$ cat src/rtl/dot_pkg.sv
// dot_pkg: FSM state type, width helpers and default parameters for dot_product_engine
package dot_pkg;
  typedef enum logic [1:0] {IDLE, RUN, DRAIN, DONE} state_e;
  localparam int DEF_LANES = 4;
  localparam int DEF_ELEM_W = 8;
  localparam int DEF_ACC_W = 32;
  localparam int DEF_MAX_BEATS = 256;
  function automatic int prod_w(input int ew);
    return 2 * ew;
  endfunction
  function automatic int sum_w(input int ew, input int lanes);
    return 2 * ew + $clog2(lanes);
  endfunction
endpackage

$ cat src/rtl/dot_product_engine_lane_array.sv
// dot_lane_array: per-lane multipliers with stage-1 product register and adder tree widened to ACC_W
module dot_lane_array
  import dot_pkg::*;
#(
  parameter int LANES  = DEF_LANES,
  parameter int ELEM_W = DEF_ELEM_W,
  parameter int ACC_W  = DEF_ACC_W
) (
  input  logic                    clk,
  input  logic                    rst_n,
  input  logic                    in_valid,
  input  logic                    sgn,
  input  logic [LANES*ELEM_W-1:0] in_a,
  input  logic [LANES*ELEM_W-1:0] in_b,
  output logic                    valid,
  output logic [ACC_W-1:0]        sum
);
  localparam int PW = prod_w(ELEM_W);
  logic [PW-1:0] prod_d [LANES];
  logic [PW-1:0] prod_q [LANES];
  logic          vld_d, vld_q;
  function automatic logic [PW-1:0] ext(input logic [ELEM_W-1:0] x, input logic s);
    return s ? PW'($signed(x)) : PW'(x);
  endfunction
  always_comb begin
    vld_d = in_valid;
    for (int k = 0; k < LANES; k++)
      prod_d[k] = ext(in_a[k*ELEM_W +: ELEM_W], sgn) * ext(in_b[k*ELEM_W +: ELEM_W], sgn);
  end
  always_ff @(posedge clk) begin
    vld_q  <= rst_n ? vld_d : 1'b0;
    prod_q <= prod_d;
  end
  always_comb begin
    sum = '0;
    for (int k = 0; k < LANES; k++)
      sum = sum + (sgn ? ACC_W'($signed(prod_q[k])) : ACC_W'(prod_q[k]));
  end
  assign valid = vld_q;
endmodule

$ cat src/rtl/dot_product_engine.sv
// dot_product_engine: multi-beat dot-product MAC with sticky overflow; DOT_SATURATE_EN clamps instead of wrapping
module dot_product_engine
  import dot_pkg::*;
#(
  parameter int LANES     = DEF_LANES,
  parameter int ELEM_W    = DEF_ELEM_W,
  parameter int ACC_W     = DEF_ACC_W,
  parameter int MAX_BEATS = DEF_MAX_BEATS
) (
  input  logic                             clk,
  input  logic                             rst_n,
  input  logic                             cmd_valid,
  output logic                             cmd_ready,
  input  logic [$clog2(MAX_BEATS+1)-1:0]   cmd_len,
  input  logic                             cmd_signed,
  input  logic                             in_valid,
  output logic                             in_ready,
  input  logic [LANES*ELEM_W-1:0]          in_a,
  input  logic [LANES*ELEM_W-1:0]          in_b,
  output logic                             out_valid,
  input  logic                             out_ready,
  output logic [ACC_W-1:0]                 out_result,
  output logic                             out_overflow
);
  localparam int CW = $clog2(MAX_BEATS + 1);
  if (ACC_W < sum_w(ELEM_W, LANES)) begin : g_acc_w_check
    $error("dot_product_engine: ACC_W too narrow for LANES and ELEM_W");
  end
  state_e           state_d, state_q;
  logic [CW-1:0]    cnt_d, cnt_q;
  logic             sgn_d, sgn_q;
  logic [ACC_W-1:0] acc_d, acc_q;
  logic             ovf_d, ovf_q;
  logic             lane_vld, add_ovf;
  logic [ACC_W-1:0] lane_sum, add_res;
  logic [ACC_W:0]   add;
  dot_lane_array #(.LANES(LANES), .ELEM_W(ELEM_W), .ACC_W(ACC_W)) u_lanes (
    .clk      (clk),
    .rst_n    (rst_n),
    .in_valid (in_valid && in_ready),
    .sgn      (sgn_q),
    .in_a     (in_a),
    .in_b     (in_b),
    .valid    (lane_vld),
    .sum      (lane_sum)
  );
  assign cmd_ready    = rst_n && state_q == IDLE;
  assign in_ready     = state_q == RUN;
  assign out_valid    = state_q == DONE;
  assign out_result   = acc_q;
  assign out_overflow = ovf_q;
  always_comb begin
    add     = {1'b0, acc_q} + {1'b0, lane_sum};
    add_ovf = sgn_q ? (acc_q[ACC_W-1] == lane_sum[ACC_W-1] && add[ACC_W-1] != acc_q[ACC_W-1])
                    : add[ACC_W];
`ifdef DOT_SATURATE_EN
    add_res = !add_ovf ? add[ACC_W-1:0] :
              !sgn_q ? {ACC_W{1'b1}} :
              lane_sum[ACC_W-1] ? {1'b1, {(ACC_W-1){1'b0}}} : {1'b0, {(ACC_W-1){1'b1}}};
`else
    add_res = add[ACC_W-1:0];
`endif
  end
  always_comb begin
    state_d = state_q;
    cnt_d   = cnt_q;
    sgn_d   = sgn_q;
    acc_d   = lane_vld ? add_res : acc_q;
    ovf_d   = ovf_q | (lane_vld & add_ovf);
    case (state_q)
      IDLE: if (cmd_valid && cmd_ready) begin
        cnt_d   = cmd_len;
        sgn_d   = cmd_signed;
        acc_d   = '0;
        ovf_d   = 1'b0;
        state_d = cmd_len == '0 ? DONE : RUN;
      end
      RUN: if (in_valid) begin
        cnt_d   = cnt_q - 1'b1;
        state_d = cnt_q == CW'(1) ? DRAIN : RUN;
      end
      DRAIN: state_d = lane_vld ? DRAIN : DONE;
      DONE:  state_d = out_ready ? IDLE : DONE;
      default: state_d = IDLE;
    endcase
  end
  always_ff @(posedge clk) begin
    if (!rst_n) begin
      state_q <= IDLE;
      cnt_q   <= '0;
      sgn_q   <= 1'b0;
      acc_q   <= '0;
      ovf_q   <= 1'b0;
    end else begin
      state_q <= state_d;
      cnt_q   <= cnt_d;
      sgn_q   <= sgn_d;
      acc_q   <= acc_d;
      ovf_q   <= ovf_d;
    end
  end
endmodule

$ cat config.mk
export PLATFORM = sky130hd
export DESIGN_NAME = dot_product_engine
export DESIGN_NICKNAME = d
export VERILOG_FILES = /design/src/rtl/dot_pkg.sv /design/src/rtl/dot_product_engine_lane_array.sv /design/src/rtl/dot_product_engine.sv
export SDC_FILE = /design/constraint.sdc
export NUM_CORES = 1
export LEC_CHECK = 0
export BUFFER_PORTS_ARGS = -buffer_cell sky130_fd_sc_hd__buf_2
export CORE_MARGIN = 2
export CORE_UTILIZATION = 58
export DETAILED_ROUTE_END_ITERATION = 8
export HOLD_SLACK_MARGIN = 0.05
export PLACE_DENSITY = 0.81
export SLEW_MARGIN = 10
export SYNTH_ARGS = -nofsm -noshare
export SYNTH_HDL_FRONTEND = slang
export SYNTH_HIERARCHICAL = 1
export SYNTH_SLANG_ARGS = --single-unit
$ cat constraint.sdc
create_clock -name clk -period 5.52 [get_ports clk]
set_input_delay 0.276 -clock clk [delete_from_list [all_inputs] [get_ports clk]]
set_output_delay 0.276 -clock clk [all_outputs]
set_load 0.01 [all_outputs]
==> run metrics, run 1 <==
DRT Pass-1 Iters=6; number of placed instances, taps included=roughly 2900; Initial DRC Count=a little under 1000; Port Buffers=between 100 and 150; sink count of the clock tree=between 100 and 150; maximum capacitance violations=0; Tcrit/Tclk final=between 90% and 100%; routed wirelength normalized by instance count=between 15 and 20 µm; count of standard-cell rows=70; Worst setup SP type=flip-flop; count of boundary I/O pins=approximately 120; slew at the pin closest to its max-slew limit=between 900 and 1000 ps; leading post-synthesis cells by cell area=sky130_fd_sc_hd__fa_1 (29%), sky130_fd_sc_hd__ha_1 (16%), sky130_fd_sc_hd__dfxtp_1 (10%); Filler Cell Count=about 2900; number of CTS-inserted buffers=9; Initial Util=~58%; reg-to-reg critical path startpoint=u_lanes/prod_q[33]$_DFF_P_; CTS tree=built; FF-to-FF setup slack=roughly 39 ps; Post-Synthesis Cell Area=roughly 21000 µm²; multiplexer share of the synthesized area=about 1.1%; worst slew slack as a fraction of its limit=36.80%; sort of element at the end of the critical path=flip-flop; upper clock frequency limit=182.4 MHz; Post-layout nets=approximately 3100; post-route insts no fill=2951; core box area=36350 µm²; final hold violation count=0; area of the multi-input gates=around 17000 µm²; library cell with the largest summed area after synthesis=sky130_fd_sc_hd__fa_1; synthesized instance count=between 2000 and 2500; Max Buffers Root-to-Sink=2; Slew Viols, Final=0; required time at the endpoint of the critical path=roughly 5800 ps; post-synth net total=around 3100; detailed placement HPWL=40.23 mm; most frequent cell after synthesis=sky130_fd_sc_hd__inv_1; part of the Yosys area used for sequential elements=around a tenth; overall overflow remaining after global route=0; final count of negative-setup-slack endpoints=0; Worst Path Arrival=around 5800 ps; critical register-to-register path endpoint=out_overflow$_SDFF_PN0_; Clock Pin Slew Worst Setup and Hold Paths=90 ps; global-route wire length before repair=82.84 mm; overall via count from detail_route=about 17000; final worst path period need=about 5500 ps; combinational family with the most area after synthesis=adder cells; share of layout cells above drive strength 1=around 11%; worst r2r path cells=21; share of synthesized registers carrying an async set or reset=0%; worst-case clock skew=approximately 18 ps; routability congestion estimate from global placement=0.9237; total routing usage reported by global routing=between 20% and 30%; Synth cell types=a little over 80; portion of synthesized cell area occupied by the leading cell type=a little under 30%; root buffer selected by CTS=sky130_fd_sc_hd__clkbuf_16; number of flip-flops and latches in the synthesized netlist=110; area enclosed by the die boundary=between 30000 and 40000 µm²; Synth Warn #=6; Area growth syn-to-layout=8.575%; Post-synth top flop=sky130_fd_sc_hd__dfxtp_1; arithmetic-cell share of the synthesized area counting full adders, half adders and majority gates=between 40% and 50%; H-tree level count=3; worst skew pair latency=around 370 ps; Die Y=between 150 and 200 µm; XOR/XNOR Fraction of Synth Area=about 7%; launch instance of the worst min-delay path=rst_n; number of antenna violations at the first check in global routing=2; total negative slack=0 ps; largest net degree at the start of global routing=34; path category of the worst min-delay check=primary input to flip-flop; Crit Path Category=flip-flop to flip-flop; maximum fanout count along the critical path=5; drt via density=about 5.6; setup repair after global routing missed its margin=true; vias in the first global route=between 15000 and 20000; sequential standard cell area=around 2200 µm²; die width=between 150 and 200 µm; post-route DRC violation count=0; final routed wirelength across all metal layers=a little under 50 mm; remaining antenna violation count after routing=0; simple logic cell fraction of the synthesized area=between 15 and 20%; number of enable flip-flop cells after synthesis=0; most frequent cells after synthesis=sky130_fd_sc_hd__inv_1 (469), sky130_fd_sc_hd__fa_1 (308), sky130_fd_sc_hd__ha_1 (272); hold path depth=2; end point of the most critical hold path=state_q[1]$_SDFFE_PN0P_; synthesized area per cell=just under 9 µm²; outcome=complete, no violations; area fraction in compound gates after synthesis=a little over a tenth
[cell families (layout without fill, tap and decap cells)]
| logic type | Yosys count | count (layout) |
|---|---|---|
| and+or+nand+nor | 626 | 626 |
| muxes | 23 | 23 |
| other | 0 | 1 |
| DFF | 110 | 110 |
| adders and majority gates | 580 | 580 |
| xor gates and xnor gates | 170 | 170 |
| AOI/OAI and AO/OA | 334 | 334 |
| buffers and inverters | 552 | 639 |
[critical path: stages (launching register included)]
cell,delay [ps]
sky130_fd_sc_hd__dfxtp_2,330
sky130_fd_sc_hd__fa_1,520
sky130_fd_sc_hd__fa_1,590
sky130_fd_sc_hd__ha_2,200
sky130_fd_sc_hd__inv_2,40
sky130_fd_sc_hd__fa_2,350
sky130_fd_sc_hd__nor2b_1,170
sky130_fd_sc_hd__o21a_1,220
sky130_fd_sc_hd__o21ai_4,100
sky130_fd_sc_hd__a2111oi_4,410
sky130_fd_sc_hd__o21ai_2,130
sky130_fd_sc_hd__a21boi_2,250
sky130_fd_sc_hd__o31ai_2,90
sky130_fd_sc_hd__ha_2,250
sky130_fd_sc_hd__a21oi_2,180
sky130_fd_sc_hd__o211ai_1,120
sky130_fd_sc_hd__a221o_1,360
sky130_fd_sc_hd__a221o_1,340
sky130_fd_sc_hd__or2_4,250
sky130_fd_sc_hd__a21oi_4,190
sky130_fd_sc_hd__mux2i_1,210
sky130_fd_sc_hd__a31oi_1,90
[sequential cells by signal, indices dropped and copies added, names as in the netlist]
register / cells
u_lanes/prod_q: 64
state_q: 2
u_lanes/valid: 1
out_overflow: 1
sgn_q: 1
out_result: 32
cnt_q: 9
[repair_timing]
| action | 4_1_cts | 5_1_grt |
|---|---|---|
| buffers inserted | 1 | 11 |
| setup endpoints to repair | 8 | 24 |
| pin swaps | 1 | 55 |
| hold buffers | 0 | 0 |
| hold endpoints to repair | 0 | 0 |
| resized for setup | 6 | 81 |
[area by class of cell]
type / instances / share of cell area [%]
Clock buffer: 9 / 0.9757
Inverter: 471 / 7.659
Clock inverter: 7 / 0.3957
Multi-Input combinational cell: 1733 / 75.03
Sequential cell: 110 / 9.562
Antenna cell: 1 / 0.01084
Tap cell: 468 / 2.537
Timing Repair Buffer: 152 / 3.827
[layer usage]
layer	vias to the layer above	global-route usage [%]	part of all wire, %	wire, µm
met5	-	0	0	0
met4	0	7.775	2.5	1220
met3	97	3.282	4.8	2367
met2	468	46.56	50	24600
met1	8138	34.13	43	21230
li1	7810	-	-	-
[cells in the final DEF, fill, tap and decap left out, drive strengths merged, types with 5 or more instances in the layout]
cell type  count
a2111oi        5
a211oi        13
a21o          35
a21oi        100
a31o           9
a31oi         22
and2         244
and3          30
buf          152
clkbuf         9
dfxtp        110
fa           308
ha           272
inv          476
mux2i         22
nand2        112
nand2b        19
nand3         35
nand4          9
nor2          99
nor2b          7
nor3          32
nor3b          8
nor4           8
o211ai         8
o21a          21
o21ai         52
o21bai        12
o221ai         7
o22ai         11
o31ai         16
or2            5
or3            6
xnor2        127
xor2          43
[worst max-delay path by stage]
stage / start / endpoint / cells after the start / slack (ps)
after detailed placement: u_lanes/prod_q[1]$_DFF_P_ / out_result[29]$_SDFF_PN0_ / 22 / -100
after floorplan: sgn_q$_SDFFE_PN0P_ / u_lanes/prod_q[31]$_DFF_P_ / 24 / 50
after global routing: u_lanes/prod_q[33]$_DFF_P_ / out_overflow$_SDFF_PN0_ / 21 / -190
after global placement: u_lanes/prod_q[2]$_DFF_P_ / out_overflow$_SDFF_PN0_ / 19 / 70
after CTS: u_lanes/prod_q[1]$_DFF_P_ / out_overflow$_SDFF_PN0_ / 21 / 10
final: u_lanes/prod_q[33]$_DFF_P_ / out_overflow$_SDFF_PN0_ / 21 / 40
[through the flow]
step / hold slack [ps] / setup WS (ps) / area [µm²] / utilization [%]
3_5_place_dp: 502.9 / -98.85 / 22280 / 61.30
5_1_grt: 187.5 / -193.5 / 23080 / 63.50
2_1_floorplan: 384.6 / 45.77 / 21270 / -
3_3_place_gp: 487.1 / 72.11 / 22280 / 61.30
4_1_cts: 181.2 / 12.56 / 22640 / 62.28
6_report: 196.2 / 38.94 / 23080 / 63.50
Power of run 1 is not shown: default switching activity piles up to over one toggle a cycle in this logic, so the estimate is an artifact.
==> inputs of run 2 (changes only) <==
CELL_PAD_IN_SITES_DETAIL_PLACEMENT = 1   (was not set)
CELL_PAD_IN_SITES_GLOBAL_PLACEMENT = 1   (was not set)
CORE_UTILIZATION = 45   (was 58)
PLACE_DENSITY = 0.82   (was 0.81)
clock period = 4.8 ns   (was 5.52 ns; I/O delays follow)
==> run metrics, run 2 (synthesis gave the netlist of run 1 again) <==
hold buffers post-CTS=0; most common cell after layout, fill and taps aside=sky130_fd_sc_hd__inv_1; drt via density=6.501; setup repair after global routing missed its margin=true; number of antenna violations at the first check in global routing=7; Initial Util=between 40% and 50%; detailed placement HPWL=61.70 mm; CTS tree=built; die width=221.4 µm; remaining antenna violation count after routing=0; area of all placed cells without fillers=27650 µm²; vias in the first global route=24150; final routed wirelength across all metal layers=114.7 mm; area enclosed by the die boundary=49000 µm²; Max Buffers Root-to-Sink=2; violations in the final reports=negative setup slack; count of standard-cell rows=79; path category of the worst min-delay check=primary input to flip-flop; Crit Path Category=flip-flop to flip-flop; final hold violation count=0; overall overflow remaining after global route=0; sort of element at the end of the critical path=flip-flop; worst slew slack as a fraction of its limit=a little under a third; sink count of the clock tree=110; commonest cells after routing, fill and taps aside=sky130_fd_sc_hd__inv_1 (411), sky130_fd_sc_hd__buf_4 (364), sky130_fd_sc_hd__fa_1 (287), sky130_fd_sc_hd__and2_1 (234), sky130_fd_sc_hd__ha_1 (227); required time at the endpoint of the critical path=a little over 5000 ps; slack of the critical path=-1500 ps; overall via count from detail_route=22520; critical register-to-register path endpoint=out_overflow$_SDFF_PN0_; Tcrit/Tclk final=131.3%; final worst path period need=6300 ps; number of CTS-inserted buffers=9; root buffer selected by CTS=sky130_fd_sc_hd__clkbuf_16; area post-placement=25100 µm²; routed wirelength normalized by instance count=around 33 µm; cell seen most often among critical-path stages=sky130_fd_sc_hd__buf_4; fin util=about 59%; largest net degree at the start of global routing=34; FF-to-FF setup slack=-1500 ps; core box area=around 47000 µm²; DRT Pass-1 Iters=6; Area growth syn-to-layout=30.05%; Initial DRC Count=2690; slew at the pin closest to its max-slew limit=1019 ps; delay of the slowest cell on the worst path=about 700 ps; maximum fanout count along the critical path=3; worst-case clock skew=about 30 ps; outcome=complete, but fails checks; Largest register FFs=64; capturing element of the worst setup path=out_overflow$_SDFF_PN0_; reg-to-reg critical path startpoint=u_lanes/prod_q[7]$_DFF_P_; worst r2r path cells=22; final count of negative-setup-slack endpoints=49; global-route wire length before repair=144.7 mm; worst skew pair latency=around 410 ps; share of layout cells above drive strength 1=30.77%; count of boundary I/O pins=115; Slew Viols, Final=0; total routing usage reported by global routing=approximately 39%; sequence of cells on the critical path=fa_1 -> fa_1 -> ha_1 -> o21a_1 -> o21ai_0 -> buf_4 -> a2111oi_4 -> buf_4 -> o21ai_4 -> a21boi_2 -> buf_4 -> o31ai_2 -> ha_1 -> buf_6 -> nand2_4 -> a21oi_2 -> a221o_1 -> a221o_1 -> or2_4 -> a21oi_4 -> mux2i_1 -> a31oi_1; Worst Path Arrival=about 6600 ps; Post-layout nets=around 3500; source of the critical timing path=u_lanes/prod_q[7]$_DFF_P_; routability congestion estimate from global placement=around 0.96; critical path's slowest cell=sky130_fd_sc_hd__dfxtp_1; H-tree level count=3; Die Y=around 220 µm; Worst setup SP type=flip-flop; maximum capacitance violations=0; upper clock frequency limit=between 150 and 200 MHz; Clock Pin Slew Worst Setup and Hold Paths=120 ps; Top reg by flops=u_lanes/prod_q; Port Buffers=approximately 110; pre-CTS setup slack=-575.4 ps; post-route DRC violation count=0
run 2: cell types whose count changed in the layout (fill, tap and decap cells not counted), sizes merged:
| cell | previous run | this run |
|---|---|---|
| clkinv | 2 | 3 |
| clkinvlp | 0 | 1 |
| inv | 476 | 474 |
| diode | 1 | 4 |
| buf | 152 | 523 |
run 2: per-layer routing:
| layer | GRT usage (%) | vias to the layer above | part of all wire, % |
|---|---|---|---|
| met4 | 33.51 | 6 | 13 |
| met5 | 0 | - | 0.042 |
| met1 | 39.28 | 10930 | 31 |
| li1 | - | 8542 | - |
| met3 | 9.468 | 1025 | 11 |
| met2 | 66.40 | 2013 | 45 |
run 2: worst min path at each step:
stage                            start                  endpoint  slack (ps)  cells past startpoint
2_1_floorplan               cmd_signed        sgn_q$_SDFFE_PN0P_         350                      2
3_3_place_gp   out_overflow$_SDFF_PN0_   out_overflow$_SDFF_PN0_         480                      2
3_5_place_dp   out_overflow$_SDFF_PN0_   out_overflow$_SDFF_PN0_         490                      2
4_1_cts                          rst_n  u_lanes/valid$_SDFF_PN0_         140                      2
5_1_grt                          rst_n   state_q[1]$_SDFFE_PN0P_         140                      2
6_report                    cmd_len[0]     cnt_q[0]$_SDFFE_PN0P_         120                      3
run 2: cell type report:
type | count | area [µm²]
well taps | 607 | 759.5
clock inverters | 7 | 66.31
clock buffers | 9 | 225.2
flip-flops and latches | 110 | 2215
diodes | 4 | 10.01
multi-input cells | 1733 | 18720
repair buffers | 523 | 3865
inverters | 471 | 1783
fillers | 5199 | 18910
run 2: metrics by stage:
stage | std cells | TNS (ps) | hold slack [ps]
floorplan | 2395 | -2418 | 348.5
global placement | 3355 | -6636 | 483.7
detailed placement | 3355 | -14790 | 493.4
CTS | 3415 | -12230 | 135.5
global route | 3460 | -47380 | 141.6
finish | 3464 | -42140 | 120.1
run 2: critical path, delay by kind of cell (launching register included):
kind / cells / cell delay (ps)
AOI/OAI and AO/OA: 11 / 2390
adders and majority gates: 4 / 1740
buffers and inverters: 4 / 740
DFF: 1 / 700
and+or+nand+nor: 2 / 350
muxes: 1 / 200
run 2: repair_timing:
action | CTS | global route
setup buffers | 50 | 53
endpoints found under the setup margin | 40 | 47
pin swaps | 112 | 156
gates resized for setup | 167 | 200
cloned | 0 | 0
Power of run 2 is left out for the same reason.
==> inputs of run 3 (changes only) <==
PLACE_DENSITY = 0.87   (was 0.82)
==> run metrics, run 3 (synthesis gave the netlist of run 1 again) <==
Clock Pin Slew Worst Setup and Hold Paths=100 ps; count of standard-cell rows=79; upper clock frequency limit=approximately 160 MHz; root buffer selected by CTS=sky130_fd_sc_hd__clkbuf_16; worst skew pair latency=about 390 ps; reg-to-reg critical path startpoint=sgn_q$_SDFFE_PN0P_; area of all placed cells without fillers=27200 µm²; final count of negative-setup-slack endpoints=53; maximum fanout count along the critical path=6; Worst Path Arrival=6560 ps; Largest register FFs=64; sink count of the clock tree=110; Initial DRC Count=2823; final hold violation count=0; sequential standard cell area=around 2200 µm²; Initial Util=45.66%; number of CTS-inserted buffers=9; drt via density=6.732; final worst path period need=6268 ps; area enclosed by the die boundary=49000 µm²; Slew Viols, Final=4; slack of the critical path=-1468 ps; violations in the final reports=max-capacitance violations, max-slew violations, negative setup slack; die width=between 200 and 250 µm; DRT Pass-1 Iters=7; vias in the first global route=~24000; final routed wirelength across all metal layers=roughly 120 mm; routability congestion estimate from global placement=between 0.9 and 1; most common cell after layout, fill and taps aside=sky130_fd_sc_hd__inv_1; Area growth syn-to-layout=27.94%; Worst setup SP type=flip-flop; Tcrit/Tclk final=130.6%; Die Y=roughly 220 µm; Top reg by flops=u_lanes/prod_q; worst r2r path cells=22; overall overflow remaining after global route=0; post-route DRC violation count=0; H-tree level count=3; Crit Path Category=flip-flop to flip-flop; sort of element at the end of the critical path=flip-flop; number of antenna violations at the first check in global routing=13; Post-layout nets=roughly 3500; capturing element of the worst setup path=u_lanes/prod_q[62]$_DFF_P_; worst-case clock skew=14.83 ps; required time at the endpoint of the critical path=5090 ps; worst slew slack as a fraction of its limit=-3.660%; source of the critical timing path=sgn_q$_SDFFE_PN0P_; largest net degree at the start of global routing=34; commonest cells after routing, fill and taps aside=sky130_fd_sc_hd__inv_1 (429), sky130_fd_sc_hd__buf_4 (321), sky130_fd_sc_hd__fa_1 (295), sky130_fd_sc_hd__and2_1 (235), sky130_fd_sc_hd__ha_1 (234); hold buffers post-CTS=0; Max Buffers Root-to-Sink=2; FF-to-FF setup slack=-1470 ps; critical register-to-register path endpoint=u_lanes/prod_q[62]$_DFF_P_; CTS tree=built; setup repair after global routing missed its margin=true; slew at the pin closest to its max-slew limit=between 1500 and 2000 ps; maximum capacitance violations=1; path category of the worst min-delay check=primary input to flip-flop; Port Buffers=around 110; remaining antenna violation count after routing=0; outcome=complete, but fails checks; detailed placement HPWL=slightly above 60 mm; share of layout cells above drive strength 1=28.38%; core box area=46560 µm²; count of boundary I/O pins=roughly 120; hold path depth=2; area post-placement=around 25000 µm²; global-route wire length before repair=between 100 and 150 mm; area of the multi-input gates=between 15000 and 20000 µm²; overall via count from detail_route=23020; total routing usage reported by global routing=40.03%; routed wirelength normalized by instance count=35.90 µm; Filler Cell Count=between 5000 and 6000
==> run 3: through the flow <==
step / setup TNS [ps] / utilization (%) / setup slack, ps / hold slack, ps / instances
global route: -44000 / 58.39 / -1423 / 146.6 / 3413
CTS: -13640 / 56.34 / -731.8 / 135.7 / 3379
detailed placement: -16080 / 53.59 / -637.3 / 494.9 / 3332
floorplan: -2418 / - / -312.0 / 348.5 / 2395
finish: -42640 / 58.42 / -1468 / 132.2 / 3420
global placement: -7772 / 53.59 / -352.8 / 477.9 / 3332
==> run 3: worst min-delay path by stage <==
| stage | from | slack (ps) | to |
|---|---|---|---|
| 2_1_floorplan | cmd_signed | 350 | sgn_q$_SDFFE_PN0P_ |
| 3_3_place_gp | out_overflow$_SDFF_PN0_ | 480 | out_overflow$_SDFF_PN0_ |
| 3_5_place_dp | out_overflow$_SDFF_PN0_ | 490 | out_overflow$_SDFF_PN0_ |
| 4_1_cts | rst_n | 140 | u_lanes/valid$_SDFF_PN0_ |
| 5_1_grt | rst_n | 150 | u_lanes/valid$_SDFF_PN0_ |
| 6_report | rst_n | 130 | u_lanes/valid$_SDFF_PN0_ |
==> run 3: area by class of cell <==
class | count | share of cell area (%)
antenna | 8 | 0.07360
clock buffer | 10 | 0.8786
clock inverter | 6 | 0.1702
inverter | 471 | 6.546
multi-input combinational | 1733 | 68.50
sequential | 110 | 8.151
tap | 607 | 2.792
timing repair buffer | 475 | 12.88
==> run 3: metal layers <==
| metal | global-route usage (%) | part of all wire [%] |
|---|---|---|
| met3 | 13.69 | 13 |
| met5 | 0 | 0.25 |
| met1 | 39.00 | 31 |
| met2 | 66.27 | 42 |
| met4 | 38.13 | 14 |
==> run 3: timing repair <==
action / CTS / global route
setup endpoints to repair: 42 / 49
cloned: 0 / 0
pin swaps: 100 / 148
buffers inserted: 36 / 38
gates resized for setup: 167 / 148
==> run 3: worst max-delay path, cell delays in order (launching register included) <==
cell	delay [ps]
sky130_fd_sc_hd__dfxtp_4	370
sky130_fd_sc_hd__buf_12	140
sky130_fd_sc_hd__buf_4	140
sky130_fd_sc_hd__buf_8	130
sky130_fd_sc_hd__and3_4	180
sky130_fd_sc_hd__fa_1	510
sky130_fd_sc_hd__inv_1	60
sky130_fd_sc_hd__fa_1	520
sky130_fd_sc_hd__inv_2	130
sky130_fd_sc_hd__ha_4	140
sky130_fd_sc_hd__inv_1	70
sky130_fd_sc_hd__fa_1	580
sky130_fd_sc_hd__inv_1	110
sky130_fd_sc_hd__fa_1	560
sky130_fd_sc_hd__inv_1	70
sky130_fd_sc_hd__fa_1	720
sky130_fd_sc_hd__inv_1	170
sky130_fd_sc_hd__ha_4	360
sky130_fd_sc_hd__nand3_1	140
sky130_fd_sc_hd__nor2_2	430
sky130_fd_sc_hd__a311oi_2	130
sky130_fd_sc_hd__a211o_1	330
sky130_fd_sc_hd__xnor2_2	150
Power of run 3 is left out for the same reason.
